## src/rtl/rom_pkg.sv

```systemverilog
// Shared definitions for the ROM stream reader: default geometry and the
// issue-FSM state encoding.
package rom_pkg;

    localparam int ROM_ADDR_W = 3;
    localparam int ROM_DATA_W = 3;

    typedef enum logic [1:0] {
        IDLE  = 2'd0,
        ISSUE = 2'd1,
        DRAIN = 2'd2
    } state_e;

endpackage

```

## src/rtl/rom_rd_fifo.sv

```systemverilog
// Two-entry FIFO holding returned ROM words plus their last flag.
// Flush empties it in one cycle and has priority over push and pop.
module rom_rd_fifo #(
    parameter int W = 4
) (
    input  logic         clk,
    input  logic         rst_n,
    input  logic         flush,
    input  logic         push,
    input  logic [W-1:0] push_data,
    input  logic         pop,
    output logic [1:0]   count,
    output logic [W-1:0] head
);

    logic [W-1:0] mem_q [2];
    logic [W-1:0] mem_d [2];
    logic         wr_ptr_q, wr_ptr_d;
    logic         rd_ptr_q, rd_ptr_d;
    logic [1:0]   count_q, count_d;

    always_comb begin
        wr_ptr_d = wr_ptr_q;
        rd_ptr_d = rd_ptr_q;
        count_d  = count_q;
        if (flush) begin
            wr_ptr_d = 1'b0;
            rd_ptr_d = 1'b0;
            count_d  = 2'd0;
        end else begin
            if (push) wr_ptr_d = ~wr_ptr_q;
            if (pop)  rd_ptr_d = ~rd_ptr_q;
            count_d = count_q + {1'b0, push} - {1'b0, pop};
        end
    end

    for (genvar gi = 0; gi < 2; gi++) begin : g_entry
        assign mem_d[gi] = (push && !flush && (wr_ptr_q == 1'(gi))) ? push_data : mem_q[gi];

        always_ff @(posedge clk or negedge rst_n) begin
            if (!rst_n) mem_q[gi] <= '0;
            else        mem_q[gi] <= mem_d[gi];
        end
    end

    always_ff @(posedge clk or negedge rst_n) begin
        if (!rst_n) begin
            wr_ptr_q <= 1'b0;
            rd_ptr_q <= 1'b0;
            count_q  <= 2'd0;
        end else begin
            wr_ptr_q <= wr_ptr_d;
            rd_ptr_q <= rd_ptr_d;
            count_q  <= count_d;
        end
    end

    assign count = count_q;
    assign head  = mem_q[rd_ptr_q];

endmodule

```

## src/rtl/rom_stream_reader.sv

```systemverilog
// Reads a burst of consecutive words from a 1-cycle-latency ROM and presents
// them as a valid/ready stream with a last flag; credit-limited to 2 words.
module rom_stream_reader
    import rom_pkg::*;
#(
    parameter int ADDR_W = ROM_ADDR_W,
    parameter int DATA_W = ROM_DATA_W
) (
    input  logic              clk,
    input  logic              rst_n,
    input  logic              start,
    input  logic [ADDR_W-1:0] base_adr,
    input  logic [ADDR_W:0]   len,
    input  logic              abort,
    output logic              rom_en,
    output logic [ADDR_W-1:0] rom_adr,
    input  logic [DATA_W-1:0] rom_data,
    output logic              out_valid,
    input  logic              out_ready,
    output logic [DATA_W-1:0] out_data,
    output logic              out_last,
    output logic              busy,
    output logic              done
);

    localparam logic [ADDR_W:0] ONE = (ADDR_W + 1)'(1);

    state_e              state_q, state_d;
    logic [ADDR_W-1:0]   cur_q, cur_d;
    logic [ADDR_W:0]     len_q, len_d;
    logic [ADDR_W:0]     issued_q, issued_d;
    logic [ADDR_W:0]     accepted_q, accepted_d;
    logic                inflight_q, inflight_d;
    logic                inflight_last_q, inflight_last_d;
    logic                done_q, done_d;

    logic [1:0]          fifo_count;
    logic [DATA_W:0]     fifo_head;
    logic                fifo_push, fifo_pop;
    logic [2:0]          pending;
    logic                abort_act, issue, pop, last_accept, go;

    rom_rd_fifo #(.W(DATA_W + 1)) u_fifo (
        .clk       (clk),
        .rst_n     (rst_n),
        .flush     (abort_act),
        .push      (fifo_push),
        .push_data ({inflight_last_q, rom_data}),
        .pop       (fifo_pop),
        .count     (fifo_count),
        .head      (fifo_head)
    );

    always_ff @(posedge clk or negedge rst_n) begin
        if (!rst_n) begin
            state_q         <= IDLE;
            cur_q           <= '0;
            len_q           <= '0;
            issued_q        <= '0;
            accepted_q      <= '0;
            inflight_q      <= 1'b0;
            inflight_last_q <= 1'b0;
            done_q          <= 1'b0;
        end else begin
            state_q         <= state_d;
            cur_q           <= cur_d;
            len_q           <= len_d;
            issued_q        <= issued_d;
            accepted_q      <= accepted_d;
            inflight_q      <= inflight_d;
            inflight_last_q <= inflight_last_d;
            done_q          <= done_d;
        end
    end

    always_comb begin
        go          = (state_q == IDLE) && start && (len != '0);
        state_d     = state_q;
        cur_d       = cur_q;
        len_d       = len_q;
        issued_d    = issued_q;
        accepted_d  = accepted_q;
        last_accept = pop && ((accepted_q + ONE) == len_q);

        case (state_q)
            IDLE:    if (go) state_d = ISSUE;
            ISSUE: begin
                if (abort_act || last_accept)             state_d = IDLE;
                else if (issue && (issued_q + ONE) == len_q) state_d = DRAIN;
            end
            DRAIN:   if (abort_act || last_accept) state_d = IDLE;
            default: state_d = IDLE;
        endcase

        if (go) begin
            cur_d      = base_adr;
            len_d      = len;
            issued_d   = '0;
            accepted_d = '0;
        end else begin
            if (issue) begin
                cur_d    = cur_q + 1'b1;
                issued_d = issued_q + ONE;
            end
            if (pop) accepted_d = accepted_q + ONE;
        end

        inflight_d      = issue;
        inflight_last_d = issue && ((issued_q + ONE) == len_q);
        done_d          = ((state_q == IDLE) && start && (len == '0)) || abort_act || last_accept;
    end

    always_comb begin
        abort_act = abort && (state_q != IDLE);
        // Words held plus words in flight must stay below the buffer depth,
        // so a returning ROM word always has a slot.
        pending   = {1'b0, fifo_count} + {2'b00, inflight_q};
        issue     = (state_q == ISSUE) && !abort_act && (issued_q < len_q) && (pending < 3'd2);
        rom_en    = issue;
        rom_adr   = cur_q;

        // An arriving word bypasses the empty buffer to reach the output the
        // same cycle; the word being flushed by abort is never offered.
        out_valid = !abort_act && ((fifo_count != 2'd0) || inflight_q);
        out_data  = '0;
        out_last  = 1'b0;
        if (out_valid) begin
            if (fifo_count != 2'd0) {out_last, out_data} = fifo_head;
            else                    {out_last, out_data} = {inflight_last_q, rom_data};
        end

        pop       = out_valid && out_ready;
        fifo_pop  = pop && (fifo_count != 2'd0);
        fifo_push = inflight_q && !abort_act && !(pop && (fifo_count == 2'd0));
        busy      = (state_q != IDLE);
        done      = done_q;
    end

endmodule

```

## config.mk

```make
export PLATFORM = sky130hd
export DESIGN_NAME = rom_stream_reader
export DESIGN_NICKNAME = d
export VERILOG_FILES = /design/src/rtl/rom_pkg.sv /design/src/rtl/rom_rd_fifo.sv /design/src/rtl/rom_stream_reader.sv
export SDC_FILE = /design/constraint.sdc
export NUM_CORES = 1
export LEC_CHECK = 0
export ABC_AREA = 1
export BUFFER_PORTS_ARGS = -buffer_cell sky130_fd_sc_hd__buf_4
export CORE_UTILIZATION = 30
export DETAILED_ROUTE_END_ITERATION = 16
export GPL_TIMING_DRIVEN = 0
export MAX_ROUTING_LAYER = met4
export SLEW_MARGIN = 20
export SYNTH_ARGS = -nofsm -noshare
export SYNTH_HDL_FRONTEND = slang
export SYNTH_HIERARCHICAL = 1
export SYNTH_SLANG_ARGS = --single-unit
```

## constraint.sdc

```tcl
create_clock -name clk -period 3.4 [get_ports clk]
set_input_delay 0.68 -clock clk [delete_from_list [all_inputs] [get_ports clk]]
set_output_delay 0.68 -clock clk [all_outputs]
set_load 0.03 [all_outputs]
```

==> impl_metrics.tcl, run 1 <==
set metrics [dict create \
    tns_ps 0 \
    final.setup_skew_ps 10.8 \
    endpoint_kind "primary output" \
    clockRootBuffer "clkbuf_8" \
    clock.fmax_mhz 387 \
    p_int_uw 1100 \
    seqPwrFrac 0.330 \
    post_cts_buffers 0 \
    outcome "finished clean" \
    cts.clk_slew.worst_paths_ps 70 \
    drive_above_1_share 0.192 \
    ys_seq_elements 32 \
    insertion_delay_ps 290 \
    power.density_nw_per_um2 882 \
    drt-initial-drc-count 28 \
    overflow 0 \
    power_frac_clock 0.182 \
    setup.worst_path.start_class "flop" \
    tightest_slew_ps 897 \
    total_power_uw 1980 \
    routedWlPerCell_um 11.7 \
    netSwitchingPower_uw 885 \
    maxSlewHeadroom 0.398 \
    io_buffers 25 \
    clkSinkCount 32 \
    grt_use_met3 0.0337 \
    grt_pass1_wl_um 6710 \
    drc 0 \
    critPathRequiredTime_ps 2720 \
    die_w_um 80.8 \
    synth.top_cell.area_share 0.430 \
    die-height_um 80.8 \
    clockBufferDepth 2 \
    gp_congestion 0.861 \
    hold_buffers 0 \
    cts_max_level 2 \
    syn_area_per_cell_sq_um 8.17 \
    crit_arrival_ps 1900 \
    diodes 0 \
    top_usage_layer "met2" \
    dp_hpwl_um 3010 \
    rsz0062_at_grt "no" \
    row_count 28 \
    ir_drop_v 0.000290 \
    switching_share 0.446 \
    fin_crit_ps 2580 \
    hp-class "primary input to async pin" \
    drt_pass1_iterations 4 \
    slew_viol_final 0 \
    synth_warnings 6 \
    synth-async-reset-ratio 1.00 \
    ys_types 31 \
    area_delta_synth_final_pct 20.9 \
    track_usage 0.143 \
    finalSetupViolations 0 \
    postLayoutCoreUtil 0.378 \
    die_area_sq_um 6520 \
    ys_top_cells_by_area "dfrtp_1 (43%), nand2_1 (12%), inv_1 (7.5%)" \
    final_nets 284 \
    ys_seq_area_frac 0.430 \
    syn_nets 252 \
    syn_inst 228 \
    cp_max_fo 10 \
    netlist_area_sq_um 1860 \
    max_cap_viol_count 0 \
    coreArea_sq_um 5960 \
    synth_top_cell_by_area "dfrtp_1" \
    cts_made_buffers 5 \
    p_comb_frac 0.488 \
    drtAntennaViolNets 0 \
    routed_wl_um 3920 \
    grtUsageMet1 0.168 \
    synth_edf_count 0 \
    synth_ff_type "dfrtp_1" \
    fin_crit_sh 0.760 \
    io_pins 26 \
    path_class "flop to primary output" \
    cts_tree "done" \
    placed_cells 328 \
    grt_max_degree 33 \
    p_leak_uw 0.00113 \
    grt_use_met2 0.233 \
    post_cts_resized 0 \
    hold_violations 0 \
    start_util 0.313 \
    via_per_inst 4.60 \
    vias 1545 \
    grt_pass1_vias 1501 \
    final_cell_count_no_fill 336 \
    grt_antenna_before_repair 0 \
]
-- final timing paths --
| kind | end | cells after the start | slack (ps) | startpoint |
|---|---|---|---|---|
| setup / recovery | rom_en | 6 | 820 | len_q[3] |
| hold / removal | u_fifo/mem_q[2] | 1 | 320 | rst_n |
| min in group clk | u_fifo/mem_q[5] | 2 | 490 | u_fifo/mem_q[5] |
| max in group asynchronous | len_q[3] | 1 | 2770 | rst_n |
| setup reg to reg | u_fifo/count[1] | 7 | 1240 | state_q[1] |
| hold reg to reg | u_fifo/mem_q[5] | 2 | 490 | u_fifo/mem_q[5] |
-- worst max-delay path: stages, from the launching register on --
cell,delay [ps]
dfrtp_1,410
inv_1,100
ha_1,310
a21oi_1,250
nand4_4,240
clkinv_2,150
buf_4,170
-- cells in the final DEF, fill, tap and decap left out, types with 3 or more instances in the layout --
cell type	count
nand2_1	59
o21ai_0	3
clkbuf_8	5
nor2_4	3
nand3_1	16
o22ai_1	5
a21oi_1	9
inv_1	37
buf_4	26
o21ai_1	17
nor2_1	12
nand4_1	4
ha_1	9
dfrtp_1	32
-- per-layer routing --
| layer | share of wire | vias to the layer above |
|---|---|---|
| met5 | 0 | - |
| met2 | 0.48 | 23 |
| met1 | 0.46 | 711 |
| met3 | 0.043 | 8 |
| met4 | 0.017 | 0 |
| li1 | - | 803 |
-- kinds of logic (layout without fill, tap and decap cells) --
logic type	Yosys count	count (layout)	synth area share
adders and majority gates	9	9	0.0605
DFF	32	32	0.430
xor gates and xnor gates	1	1	0.00471
and+or+nand+nor	104	104	0.286
buffers and inverters	40	73	0.0833
muxes	4	4	0.0242
AOI/OAI and AO/OA	38	38	0.112
-- cells in the mapped netlist (3+ instances only) --
cell,count
nor2_4,3
nand3_1,16
a21oi_1,9
nand4_1,4
o22ai_1,5
nor2_1,12
dfrtp_1,32
o21ai_0,3
inv_1,37
ha_1,9
nand2_1,59
o21ai_1,17
-- flip-flops by register name, indices dropped and copies added (netlist names) --
register,flops
done,1
accepted_q,4
u_fifo/mem_q,8
state_q,2
inflight_q,1
len_q,4
u_fifo/count,2
u_fifo/rd_ptr_q,1
issued_q,4
u_fifo/wr_ptr_q,1
inflight_last_q,1
rom_adr,3
-- metrics by stage --
| step | cell area (sq um) | hold slack (ps) | setup WS [ps] |
|---|---|---|---|
| floorplan | 1860 | 384 | 1350 |
| detailed placement | 2140 | 480 | 1010 |
| CTS | 2250 | 337 | 811 |
| finish | 2250 | 316 | 818 |
| global route | 2250 | 354 | 693 |
| global placement | 2140 | 467 | 1030 |
-- power by group through the flow --
stage	sequential [uW]	clock, uW	combinational [uW]
after floorplan	669	0	687
after global placement	655	0	958
after detailed placement	663	0	978
after CTS	657	369	983
after global routing	680	386	1110
final	656	361	968
-- area by class of cell --
class                           instances  area, sq um
Clock inverter                          2         35.0
Sequential cell                        32          801
Multi-Input combinational cell        156          906
Fill cell                             639         3700
Inverter                               39          148
Timing Repair Buffer                   25          188
Tap cell                               75         93.8
Clock buffer                            6         72.6
Buffer                                  1         7.51
Power figures use the tool's default switching activity.
==> run 2: changes to the inputs <==
==> constraint.sdc (replaced) <==
create_clock -name clk -period 2.3 [get_ports clk]
set_input_delay 0.46 -clock clk [delete_from_list [all_inputs] [get_ports clk]]
set_output_delay 0.46 -clock clk [all_outputs]
set_load 0.03 [all_outputs]
==> impl_metrics.tcl, run 2 (same netlist as run 1, synthesis figures left out) <==
set metrics [dict create \
    outcome "finished clean" \
    final_cell_mix "nand2_1 (59), inv_1 (37), dfrtp_1 (32)" \
    p_leak_uw 0.00114 \
    clockBufferDepth 2 \
    dp_hpwl_um 3010 \
    clkSinkCount 32 \
    drt-initial-drc-count 55 \
    cp.buffers_inverters 4 \
    grt_antenna_before_repair 0 \
    p_int_uw 1650 \
    cts_max_level 2 \
    die_w_um 80.8 \
    ir_drop_v 0.000430 \
    grt_pass1_wl_um 6750 \
    clock.fmax_mhz 461 \
    tns_ps 0 \
    power_frac_clock 0.179 \
    diodes 0 \
    postLayoutCoreUtil 0.382 \
    track_usage 0.144 \
    hold_buffers 0 \
    vias 1555 \
    drc 0 \
    power.density_nw_per_um2 1310 \
    io_pins 26 \
    top_register "u_fifo/mem_q" \
    insertion_delay_ps 290 \
    final-seq-area_sq_um 801 \
    fin_crit_ps 2170 \
    row_count 28 \
    rsz0062_at_grt "no" \
    final_cell_area_sq_um 2280 \
    seqPwrFrac 0.325 \
    coreArea_sq_um 5960 \
    endpoint_kind "primary output" \
    tightest_slew_ps 520 \
    routedWlPerCell_um 11.7 \
    cts_made_buffers 5 \
    grt_max_degree 33 \
    die-height_um 80.8 \
    fin_crit_sh 0.944 \
    hold_violations 0 \
    via_per_inst 4.60 \
    slew_viol_final 0 \
    io_buffers 25 \
    multiInputGateArea_sq_um 915 \
    start_util 0.313 \
    grt_pass1_vias 1505 \
    mostFrequentLayoutCell "nand2_1" \
    setup.worst_path.start_class "flop" \
    finalSetupViolations 0 \
    slowest_delay_ps 380 \
    cts_tree "done" \
    p_comb_frac 0.496 \
    pre_cts_ws_ps 124 \
    max_cap_viol_count 0 \
    crit_arrival_ps 1710 \
    crit_family "flip-flops" \
    path_cells "inv_1 > ha_1 > inv_1 > o21bai_1 > nand3_1 > nand4_4 > inv_4 > buf_4" \
    overflow 0 \
    final_nets 286 \
    crit_slowest_cell "dfrtp_1" \
    fin_ws_ps 129 \
    final.setup_skew_ps 10.9 \
    routed_wl_um 3950 \
    critPathRequiredTime_ps 1840 \
    whs_ps 95.6 \
    drtAntennaViolNets 0 \
    die_area_sq_um 6520 \
    netSwitchingPower_uw 1330 \
    largest_reg_flops 8 \
    crit_top_cell "inv_1" \
    switching_share 0.445 \
    drt_pass1_iterations 4 \
    maxSlewHeadroom 0.652 \
    area_delta_synth_final_pct 22.2 \
    path_class "flop to primary output" \
    hp-class "primary input to async pin" \
    placedInstanceArea_sq_um 2140 \
    cp_max_fo 5 \
    cts.clk_slew.worst_paths_ps 70 \
    fill_cells 639 \
    gp_congestion 0.861 \
    drive_above_1_share 0.205 \
    clockRootBuffer "clkbuf_8" \
]
[run 2: changes by cell type in the layout (fill, tap and decap cells not counted), sizes merged]
cell,previous run,this run
buf,26,28
clkinv,2,1
inv,38,39
[run 2: routing by layer]
metal | vias to the layer above | share of wire | track usage | routed length (um)
li1 | 810 | - | - | -
met1 | 714 | 0.46 | 0.168 | 1830
met2 | 23 | 0.48 | 0.236 | 1890
met3 | 8 | 0.041 | 0.0337 | 160
met4 | 0 | 0.016 | 0.0589 | 64
met5 | - | 0 | - | 0
[run 2: cell type report]
| cell class | count | share of cell area |
|---|---|---|
| flip-flops and latches | 32 | 0.352 |
| clock buffers | 6 | 0.0319 |
| well taps | 75 | 0.0412 |
| clock inverters | 2 | 0.0154 |
| plain buffers | 1 | 0.00330 |
| multi-input cells | 156 | 0.402 |
| inverters | 39 | 0.0654 |
| repair buffers | 27 | 0.0891 |
[run 2: per-stage QoR]
| stage | total power (uW) | std cells |
|---|---|---|
| after detailed placement | 2430 | 328 |
| after global placement | 2390 | 328 |
| after CTS | 2980 | 337 |
| after floorplan | 2000 | 228 |
| final | 2980 | 338 |
| after global routing | 3250 | 338 |
[run 2: path summary, 6_finish.rpt]
kind	from	end	slack (ps)	depth (start not counted)
max	len_q[1]	rom_en	130	8
min	rst_n	u_fifo/mem_q[2]	100	1
max reg2reg	state_q[1]	u_fifo/count[1]	320	11
max in group asynchronous	rst_n	len_q[3]	1890	1
min in group clk	base_adr[0]	rom_adr[0]	410	3
min reg2reg	u_fifo/mem_q[5]	u_fifo/mem_q[5]	500	2
[run 2: power by group through the flow]
stage | Combinational [uW] | Sequential (uW) | Clock [uW]
2_1_floorplan | 1020 | 989 | 0
3_3_place_gp | 1420 | 969 | 0
3_5_place_dp | 1450 | 981 | 0
4_1_cts | 1470 | 971 | 545
5_1_grt | 1680 | 1000 | 571
6_report | 1480 | 968 | 533
[run 2: what timing repair did]
| action | 4_1_cts | 5_1_grt |
|---|---|---|
| gates resized for setup | 0 | 3 |
| cloned | 0 | 0 |
| endpoints found under the setup margin | 1 | 11 |
| pin swaps | 1 | 2 |
| buffers inserted | 1 | 1 |
